[src/rtl/display_scanout_if.sv]
// Scanout bus: the pixel-buffer read port plus the video timing/colour outputs.
// The scanout engine is the master. The buffer and video sink side is the slave.
interface display_scanout_if;
    logic [13:0] address;
    logic [11:0] read_data;
    logic [3:0]  red;
    logic [3:0]  green;
    logic [3:0]  blue;
    logic        hsync;
    logic        vsync;
    logic        display_on;
    logic        frame_start;

    modport master (
        output address,
        input  read_data,
        output red,
        output green,
        output blue,
        output hsync,
        output vsync,
        output display_on,
        output frame_start
    );

    modport slave (
        input  address,
        output read_data,
        input  red,
        input  green,
        input  blue,
        input  hsync,
        input  vsync,
        input  display_on,
        input  frame_start
    );
endinterface

[src/rtl/display_scanout.sv]
// Raster scanout engine.
// Free-running h/v counters drive a combinational buffer read address.
// A two-stage pipeline lines up the one-cycle buffer latency with the timing flags.
// As a result, colour, sync, display_on and frame_start all trail the counters by
// exactly two clocks.
module display_scanout #(
    parameter int H_ACTIVE = 640,
    parameter int H_FP     = 16,
    parameter int H_SYNC   = 96,
    parameter int H_BP     = 48,
    parameter int V_ACTIVE = 480,
    parameter int V_FP     = 10,
    parameter int V_SYNC   = 2,
    parameter int V_BP     = 33,
    parameter int IMG_W    = 128,
    parameter int IMG_H    = 128
) (
    input  logic               clk,
    input  logic               reset,
    display_scanout_if.master  bus
);

    localparam int H_TOTAL  = H_ACTIVE + H_FP + H_SYNC + H_BP;
    localparam int V_TOTAL  = V_ACTIVE + V_FP + V_SYNC + V_BP;
    localparam int HCW      = $clog2(H_TOTAL);
    localparam int VCW      = $clog2(V_TOTAL);
    localparam int HS_START = H_ACTIVE + H_FP;
    localparam int HS_END   = H_ACTIVE + H_FP + H_SYNC;
    localparam int VS_START = V_ACTIVE + V_FP;
    localparam int VS_END   = V_ACTIVE + V_FP + V_SYNC;

    localparam logic [HCW-1:0] H_LAST = HCW'(H_TOTAL - 1);
    localparam logic [VCW-1:0] V_LAST = VCW'(V_TOTAL - 1);

    // Stage 0: raster position
    logic [HCW-1:0] r_h;
    logic [VCW-1:0] r_v;

    // Stage-0 decode
    logic w_active;
    logic w_in_img;
    logic w_hsync_n;
    logic w_vsync_n;
    logic w_frame_start;

    // Stage 1: flags of the pixel whose buffer read is in flight
    logic r_s1_active;
    logic r_s1_in_img;
    logic r_s1_hsync_n;
    logic r_s1_vsync_n;
    logic r_s1_frame_start;

    // Stage 2: registered video outputs
    logic [11:0] r_rgb;
    logic        r_hsync_n;
    logic        r_vsync_n;
    logic        r_display_on;
    logic        r_frame_start;

    // Advance h every clock; on h wrap, advance v, and wrap v at the end of the frame.
    // NOTE: an asynchronous reset clears the state immediately, so a frame
    // interrupted by reset never finishes a sync pulse.
    always_ff @(posedge clk or posedge reset) begin
        if (reset) begin
            r_h <= '0;
            r_v <= '0;
        end else if (r_h == H_LAST) begin
            r_h <= '0;
            r_v <= (r_v == V_LAST) ? '0 : r_v + VCW'(1);
        end else begin
            r_h <= r_h + HCW'(1);
        end
    end

    // Decode the current raster position into region flags and the buffer address.
    // vsync edges fall on the hsync start column, so the vsync pulse spans a
    // whole number of line periods offset by HS_START.
    always_comb begin
        w_active      = (int'(r_h) < H_ACTIVE) && (int'(r_v) < V_ACTIVE);
        w_in_img      = (int'(r_h) < IMG_W) && (int'(r_v) < IMG_H);
        w_hsync_n     = !((int'(r_h) >= HS_START) && (int'(r_h) < HS_END));
        w_vsync_n     = 1'b1;
        if ((int'(r_v) == VS_START) && (int'(r_h) >= HS_START))
            w_vsync_n = 1'b0;
        else if ((int'(r_v) > VS_START) && (int'(r_v) < VS_END))
            w_vsync_n = 1'b0;
        else if ((int'(r_v) == VS_END) && (int'(r_h) < HS_START))
            w_vsync_n = 1'b0;
        w_frame_start = (r_h == '0) && (r_v == '0);
    end

    // Inside the image, the position maps directly to v*IMG_W+h. Outside it reads word 0.
    assign bus.address = w_in_img ? 14'(int'(r_v) * IMG_W + int'(r_h)) : 14'd0;

    // Hold the stage-0 flags while the buffer fetches the pixel.
    // NOTE: sequential state uses non-blocking assignments only, so every stage
    // samples the previous stage's value from before the edge.
    always_ff @(posedge clk or posedge reset) begin
        if (reset) begin
            r_s1_active      <= 1'b0;
            r_s1_in_img      <= 1'b0;
            r_s1_hsync_n     <= 1'b1;
            r_s1_vsync_n     <= 1'b1;
            r_s1_frame_start <= 1'b0;
        end else begin
            r_s1_active      <= w_active;
            r_s1_in_img      <= w_in_img;
            r_s1_hsync_n     <= w_hsync_n;
            r_s1_vsync_n     <= w_vsync_n;
            r_s1_frame_start <= w_frame_start;
        end
    end

    // Register the buffer pixel for in-image positions and black for all others,
    // together with the matching stage-1 flags.
    always_ff @(posedge clk or posedge reset) begin
        if (reset) begin
            r_rgb         <= 12'h000;
            r_hsync_n     <= 1'b1;
            r_vsync_n     <= 1'b1;
            r_display_on  <= 1'b0;
            r_frame_start <= 1'b0;
        end else begin
            r_rgb         <= r_s1_in_img ? bus.read_data : 12'h000;
            r_hsync_n     <= r_s1_hsync_n;
            r_vsync_n     <= r_s1_vsync_n;
            r_display_on  <= r_s1_active;
            r_frame_start <= r_s1_frame_start;
        end
    end

    assign bus.red         = r_rgb[11:8];
    assign bus.green       = r_rgb[7:4];
    assign bus.blue        = r_rgb[3:0];
    assign bus.hsync       = r_hsync_n;
    assign bus.vsync       = r_vsync_n;
    assign bus.display_on  = r_display_on;
    assign bus.frame_start = r_frame_start;

endmodule

[src/flat_wrapper.sv]
// flat-port wrapper written by rule: the top's interface ports become plain ports
module display_scanout_flat 
#(
    parameter int H_ACTIVE = 640,
    parameter int H_FP     = 16,
    parameter int H_SYNC   = 96,
    parameter int H_BP     = 48,
    parameter int V_ACTIVE = 480,
    parameter int V_FP     = 10,
    parameter int V_SYNC   = 2,
    parameter int V_BP     = 33,
    parameter int IMG_W    = 128,
    parameter int IMG_H    = 128
)
  (clk, reset, bus_address, bus_read_data, bus_red, bus_green, bus_blue, bus_hsync, bus_vsync, bus_display_on, bus_frame_start);
  display_scanout_if bus_i ();
  input  logic clk;
  input  logic reset;
  output wire logic [$bits(bus_i.address)-1:0] bus_address;
  input wire logic [$bits(bus_i.read_data)-1:0] bus_read_data;
  output wire logic [$bits(bus_i.red)-1:0] bus_red;
  output wire logic [$bits(bus_i.green)-1:0] bus_green;
  output wire logic [$bits(bus_i.blue)-1:0] bus_blue;
  output wire logic [$bits(bus_i.hsync)-1:0] bus_hsync;
  output wire logic [$bits(bus_i.vsync)-1:0] bus_vsync;
  output wire logic [$bits(bus_i.display_on)-1:0] bus_display_on;
  output wire logic [$bits(bus_i.frame_start)-1:0] bus_frame_start;
  assign bus_address = bus_i.address;
  assign bus_i.read_data = bus_read_data;
  assign bus_red = bus_i.red;
  assign bus_green = bus_i.green;
  assign bus_blue = bus_i.blue;
  assign bus_hsync = bus_i.hsync;
  assign bus_vsync = bus_i.vsync;
  assign bus_display_on = bus_i.display_on;
  assign bus_frame_start = bus_i.frame_start;
  display_scanout #(.H_ACTIVE(H_ACTIVE), .H_FP(H_FP), .H_SYNC(H_SYNC), .H_BP(H_BP), .V_ACTIVE(V_ACTIVE), .V_FP(V_FP), .V_SYNC(V_SYNC), .V_BP(V_BP), .IMG_W(IMG_W), .IMG_H(IMG_H)) u_core (.clk(clk), .reset(reset), .bus(bus_i));
endmodule
[config.mk]
export PLATFORM = sky130hd
export DESIGN_NAME = display_scanout_flat
export DESIGN_NICKNAME = d
export VERILOG_FILES = /design/src/rtl/display_scanout_if.sv /design/src/rtl/display_scanout.sv /design/src/flat_wrapper.sv
export SDC_FILE = /design/constraint.sdc
export NUM_CORES = 1
export LEC_CHECK = 0
export BUFFER_PORTS_ARGS = -buffer_cell sky130_fd_sc_hd__buf_2
export CAP_MARGIN = 40
export CORE_MARGIN = 4
export CORE_UTILIZATION = 44
export CTS_BUF_LIST = sky130_fd_sc_hd__clkbuf_8
export DETAILED_ROUTE_END_ITERATION = 10
export PLACE_DENSITY = 0.67
export SKIP_CTS_REPAIR_TIMING = 1
export SLEW_MARGIN = 25
export SYNTH_ARGS = -nofsm -noshare
export SYNTH_HDL_FRONTEND = slang
export SYNTH_SLANG_ARGS = --single-unit
[constraint.sdc]
create_clock -name clk -period 2.3 [get_ports clk]
set_input_delay 0.46 -clock clk [delete_from_list [all_inputs] [get_ports clk]]
set_output_delay 0.46 -clock clk [all_outputs]
set_load 0.1 [all_outputs]
==> Implementation_results.wiki <==
{| class="wikitable"
! Metric !! Value
|-
| Pin count of the biggest net entering global routing || 42
|-
| Synth top area cells || dfrtp_1 46%, dfstp_2 5.2%, ha_1 5.0%, and2_1 4.0%, and3_1 4.0%
|-
| Number of antenna repair diodes || 0
|-
| Final clock period utilization by the worst path || 1.04
|-
| Path category of the worst min-delay check || in2async
|-
| Share of async-settable or async-resettable flops after synthesis || 1.00
|-
| Setup Skew || 0.00689 ns
|-
| CTS tree || done
|-
| Gate count after technology mapping || 190
|-
| Flop pwr share || 0.561
|-
| Number of input and output port buffers inserted || 43
|-
| Clock Power Share || 0.344
|-
| Cell area after technology mapping || 2010 µm²
|-
| Die width || 75.6 µm
|-
| Max frequency || 418 MHz
|-
| Number of global-route vias before repair || 1397
|-
| Antenna violations before repair || 0
|-
| 1st-pass router iterations || 4
|-
| Launching element type of the critical path || register
|-
| Net count after synthesis || 213
|-
| Count of distinct cell types in the synthesized netlist || 39
|-
| Synthesized area per cell || 10.6 µm²
|-
| WP data required || 1.84 ns
|-
| H-tree levels || 2
|-
| Finished layout cell area || 2770 µm²
|-
| Crit end category || primary output
|-
| Biggest area consumer among synthesized cells || dfrtp_1
|-
| Portion of the post-synthesis area used by sequential elements || 0.512
|-
| Total DRC errors in the routed layout || 0
|-
| Root Buffer || clkbuf_8
|-
| Number of max-slew violations in the final report || 0
|-
| Minimum setup slack in the final design || -0.0923 ns
|-
| FP Rows || 24
|-
| Area growth from synthesis to layout || 37.6%
|-
| RSZ-0062 raised after global routing || true
|-
| 1st-iter DRT viols || 91
|-
| DIE AREA || 5720 µm²
|-
| Placer congestion estimate || 0.781
|-
| #FFs+latches synth || 41
|-
| Proportion of power drawn by combinational gates || 0.095
|-
| PwrDens || 472 nW/µm²
|-
| Sum of overflow across all layers after global routing || 0
|-
| Total placed instance area || 2590 µm²
|-
| Clock slew at the register clock pins of the worst setup and hold paths || 0.08 ns
|-
| Leakage component of the power || 1.28 nW
|-
| Violations in the final reports || negative setup slack
|-
| Total number of vias || 1526
|-
| Insertion delay to the later sink of the worst-skew pair || 0.29 ns
|-
| Most frequent cells in the layout || 36 x dfrtp_1, 29 x buf_2, 14 x buf_12
|-
| Number of enable-type register cells in the synthesized netlist || 0
|-
| Worst-case headroom to the max-slew limit || 0.674
|-
| Top cell type's share of synthesized area || 0.460
|-
| Setup slack of the most critical reg-to-reg path || 0.46 ns
|-
| Num CTS Buffers || 5
|-
| Wire per inst || 14.7 µm
|-
| Status || finished, violations left
|-
| Via-per-instance ratio || 5.12
|-
| Switching part of the total || 0.264
|-
| Y dimension of the die || 75.6 µm
|-
| Number of I/O pins || 44
|-
| Final number of setup-violating endpoints || 4
|-
| Effective utilization at floorplan || 0.459
|-
| Wire length of the first global-routing pass || 6780 µm
|-
| Max-capacitance violation count || 0
|-
| Most common cell after layout, fill and taps aside || dfrtp_1
|-
| Top fanout value on the critical path || 2
|-
| Reported net switching power || 0.345 mW
|-
| P_int || 0.962 mW
|-
| Clock sink count || 41
|-
| Total Routed Length || 4380 µm
|-
| Fraction of layout instances using a drive strength above 1 || 0.390
|-
| Fraction of the core area covered by cells at the end of the flow || 0.632
|-
| Category of the most critical setup path || reg2out
|-
| Post-route minimum period || 2.39 ns
|-
| Final hold vios || 0
|-
| Gr usage total || 0.158
|-
| Slew at the pin closest to its max-slew limit || 0.489 ns
|-
| # placed instances || 289
|-
| Reg2Reg Launch Point || u_core.r_h[0]$_DFF_PP0_
|-
| Buffers from clock root to sink, at most || 2
|-
| Maximum ir drop on the vdd rail || 0.000239 V
|-
| Register-to-Register Path Depth || 5
|-
| Number of warnings printed during yosys synthesis || 0
|-
| Top FF cell, synth || dfrtp_1
|-
| Core area || 4380 µm²
|-
| Number of fill cells in the layout || 357
|-
| FF-to-FF End || u_core.r_v[8]$_DFFE_PP0N_
|-
| Half-perimeter wire length after detailed placement || 3070 µm
|-
| Layout Nets || 268
|-
| Remaining number of nets flagged by the antenna check after routing || 0
|-
| Data arrival time at the worst-slack endpoint || 1.93 ns
|-
| Final total negative setup slack || -0.226 ns
|-
| Final Instance Count excl. Fillers || 298
|}
[how the worst max path moves through the flow]
| stage | startpoint | end | slack (ns) | cells past startpoint |
|---|---|---|---|---|
| after detailed placement | u_core.r_h[7]$_DFF_PP0_ | bus_address[13] | 0.08 | 7 |
| after global routing | u_core.r_v[1]$_DFFE_PP0N_ | bus_address[12] | -0.20 | 6 |
| final | u_core.r_h[7]$_DFF_PP0_ | bus_address[13] | -0.09 | 7 |
| after floorplan | u_core.r_h[8]$_DFF_PP0_ | bus_address[10] | -0.26 | 3 |
| after global placement | u_core.r_h[7]$_DFF_PP0_ | bus_address[13] | 0.08 | 7 |
| after CTS | u_core.r_h[7]$_DFF_PP0_ | bus_address[13] | -0.25 | 7 |
[registers in the layout (all words and copies together), names as in the netlist]
| name | flops |
|---|---|
| u_core.bus.display_on | 1 |
| u_core.bus.frame_start | 1 |
| u_core.bus.hsync | 1 |
| u_core.bus.vsync | 1 |
| u_core.r_h | 10 |
| u_core.r_rgb | 12 |
| u_core.r_s1_active | 1 |
| u_core.r_s1_frame_start | 1 |
| u_core.r_s1_hsync_n | 1 |
| u_core.r_s1_in_img | 1 |
| u_core.r_s1_vsync_n | 1 |
| u_core.r_v | 10 |
[metal layers]
layer / share of wire / vias up / GRT usage
li1: - / 766 / -
met1: 0.46 / 702 / 0.228
met2: 0.46 / 52 / 0.229
met3: 0.073 / 6 / 0.0475
met4: 0.011 / 0 / 0.0466
met5: 0 / - / 0
[final cells by class]
cell class | count | area (µm²) | share of cell area
inverters | 7 | 26.3 | 0.00949
flip-flops and latches | 41 | 1030 | 0.373
repair buffers | 56 | 531 | 0.192
clock buffers | 5 | 68.8 | 0.0249
clock inverters | 3 | 17.5 | 0.00633
well taps | 52 | 65.1 | 0.0235
multi-input cells | 134 | 1030 | 0.371
[kinds of logic (layout without fill, tap and decap cells)]
logic type / Yosys count / in the layout / share of synthesized area
fa+ha+maj: 9 / 9 / 0.0597
xor+xnor: 14 / 14 / 0.0647
simple gates: 86 / 86 / 0.259
buf+inv: 15 / 71 / 0.0311
mux: 1 / 1 / 0.00498
compound gates: 24 / 24 / 0.0684
flops: 41 / 41 / 0.512
[per-stage QoR]
step                      worst slack [ns]  hold slack, ns  total power, mW
after global placement              0.0810           0.332            0.873
after CTS                           -0.249           0.299             1.32
after global routing                -0.198           0.340             1.36
after detailed placement            0.0836           0.336            0.874
final                              -0.0923           0.280             1.31
after floorplan                     -0.259           0.331            0.846
[power groups by stage]
stage | clock network (mW) | registers [mW] | logic [mW]
after global routing | 0.493 | 0.734 | 0.132
after detailed placement | 0 | 0.747 | 0.126
after floorplan | 0 | 0.828 | 0.0176
after CTS | 0.461 | 0.733 | 0.126
final | 0.449 | 0.733 | 0.124
after global placement | 0 | 0.747 | 0.126
[synth_stat cells (2+ instances only)]
library cell  number
nand4_1            3
a21o_1             2
and2_1            13
nand2b_1           2
a21oi_1            4
o22ai_1            3
nor2_1            16
o21ai_0            6
dfstp_2            4
nand2_1           14
and3_1            13
o21ai_1            5
and4_1             3
inv_1              7
buf_2              2
nand3_1            9
xor2_1             7
dfrtp_1           37
ha_1               8
xnor2_1            6
nor4bb_1           2
clkbuf_1           5
nor3_1             2
a31oi_1            2
[worst max-delay path, stage by stage, from the launching register on]
cell	delay (ns)
dfrtp_2	0.41
ha_2	0.18
fa_2	0.34
a21o_1	0.17
nand4_1	0.13
xor2_2	0.19
nor2_4	0.05
buf_12	0.16
Note: power is estimated with default switching activity, not from simulation.
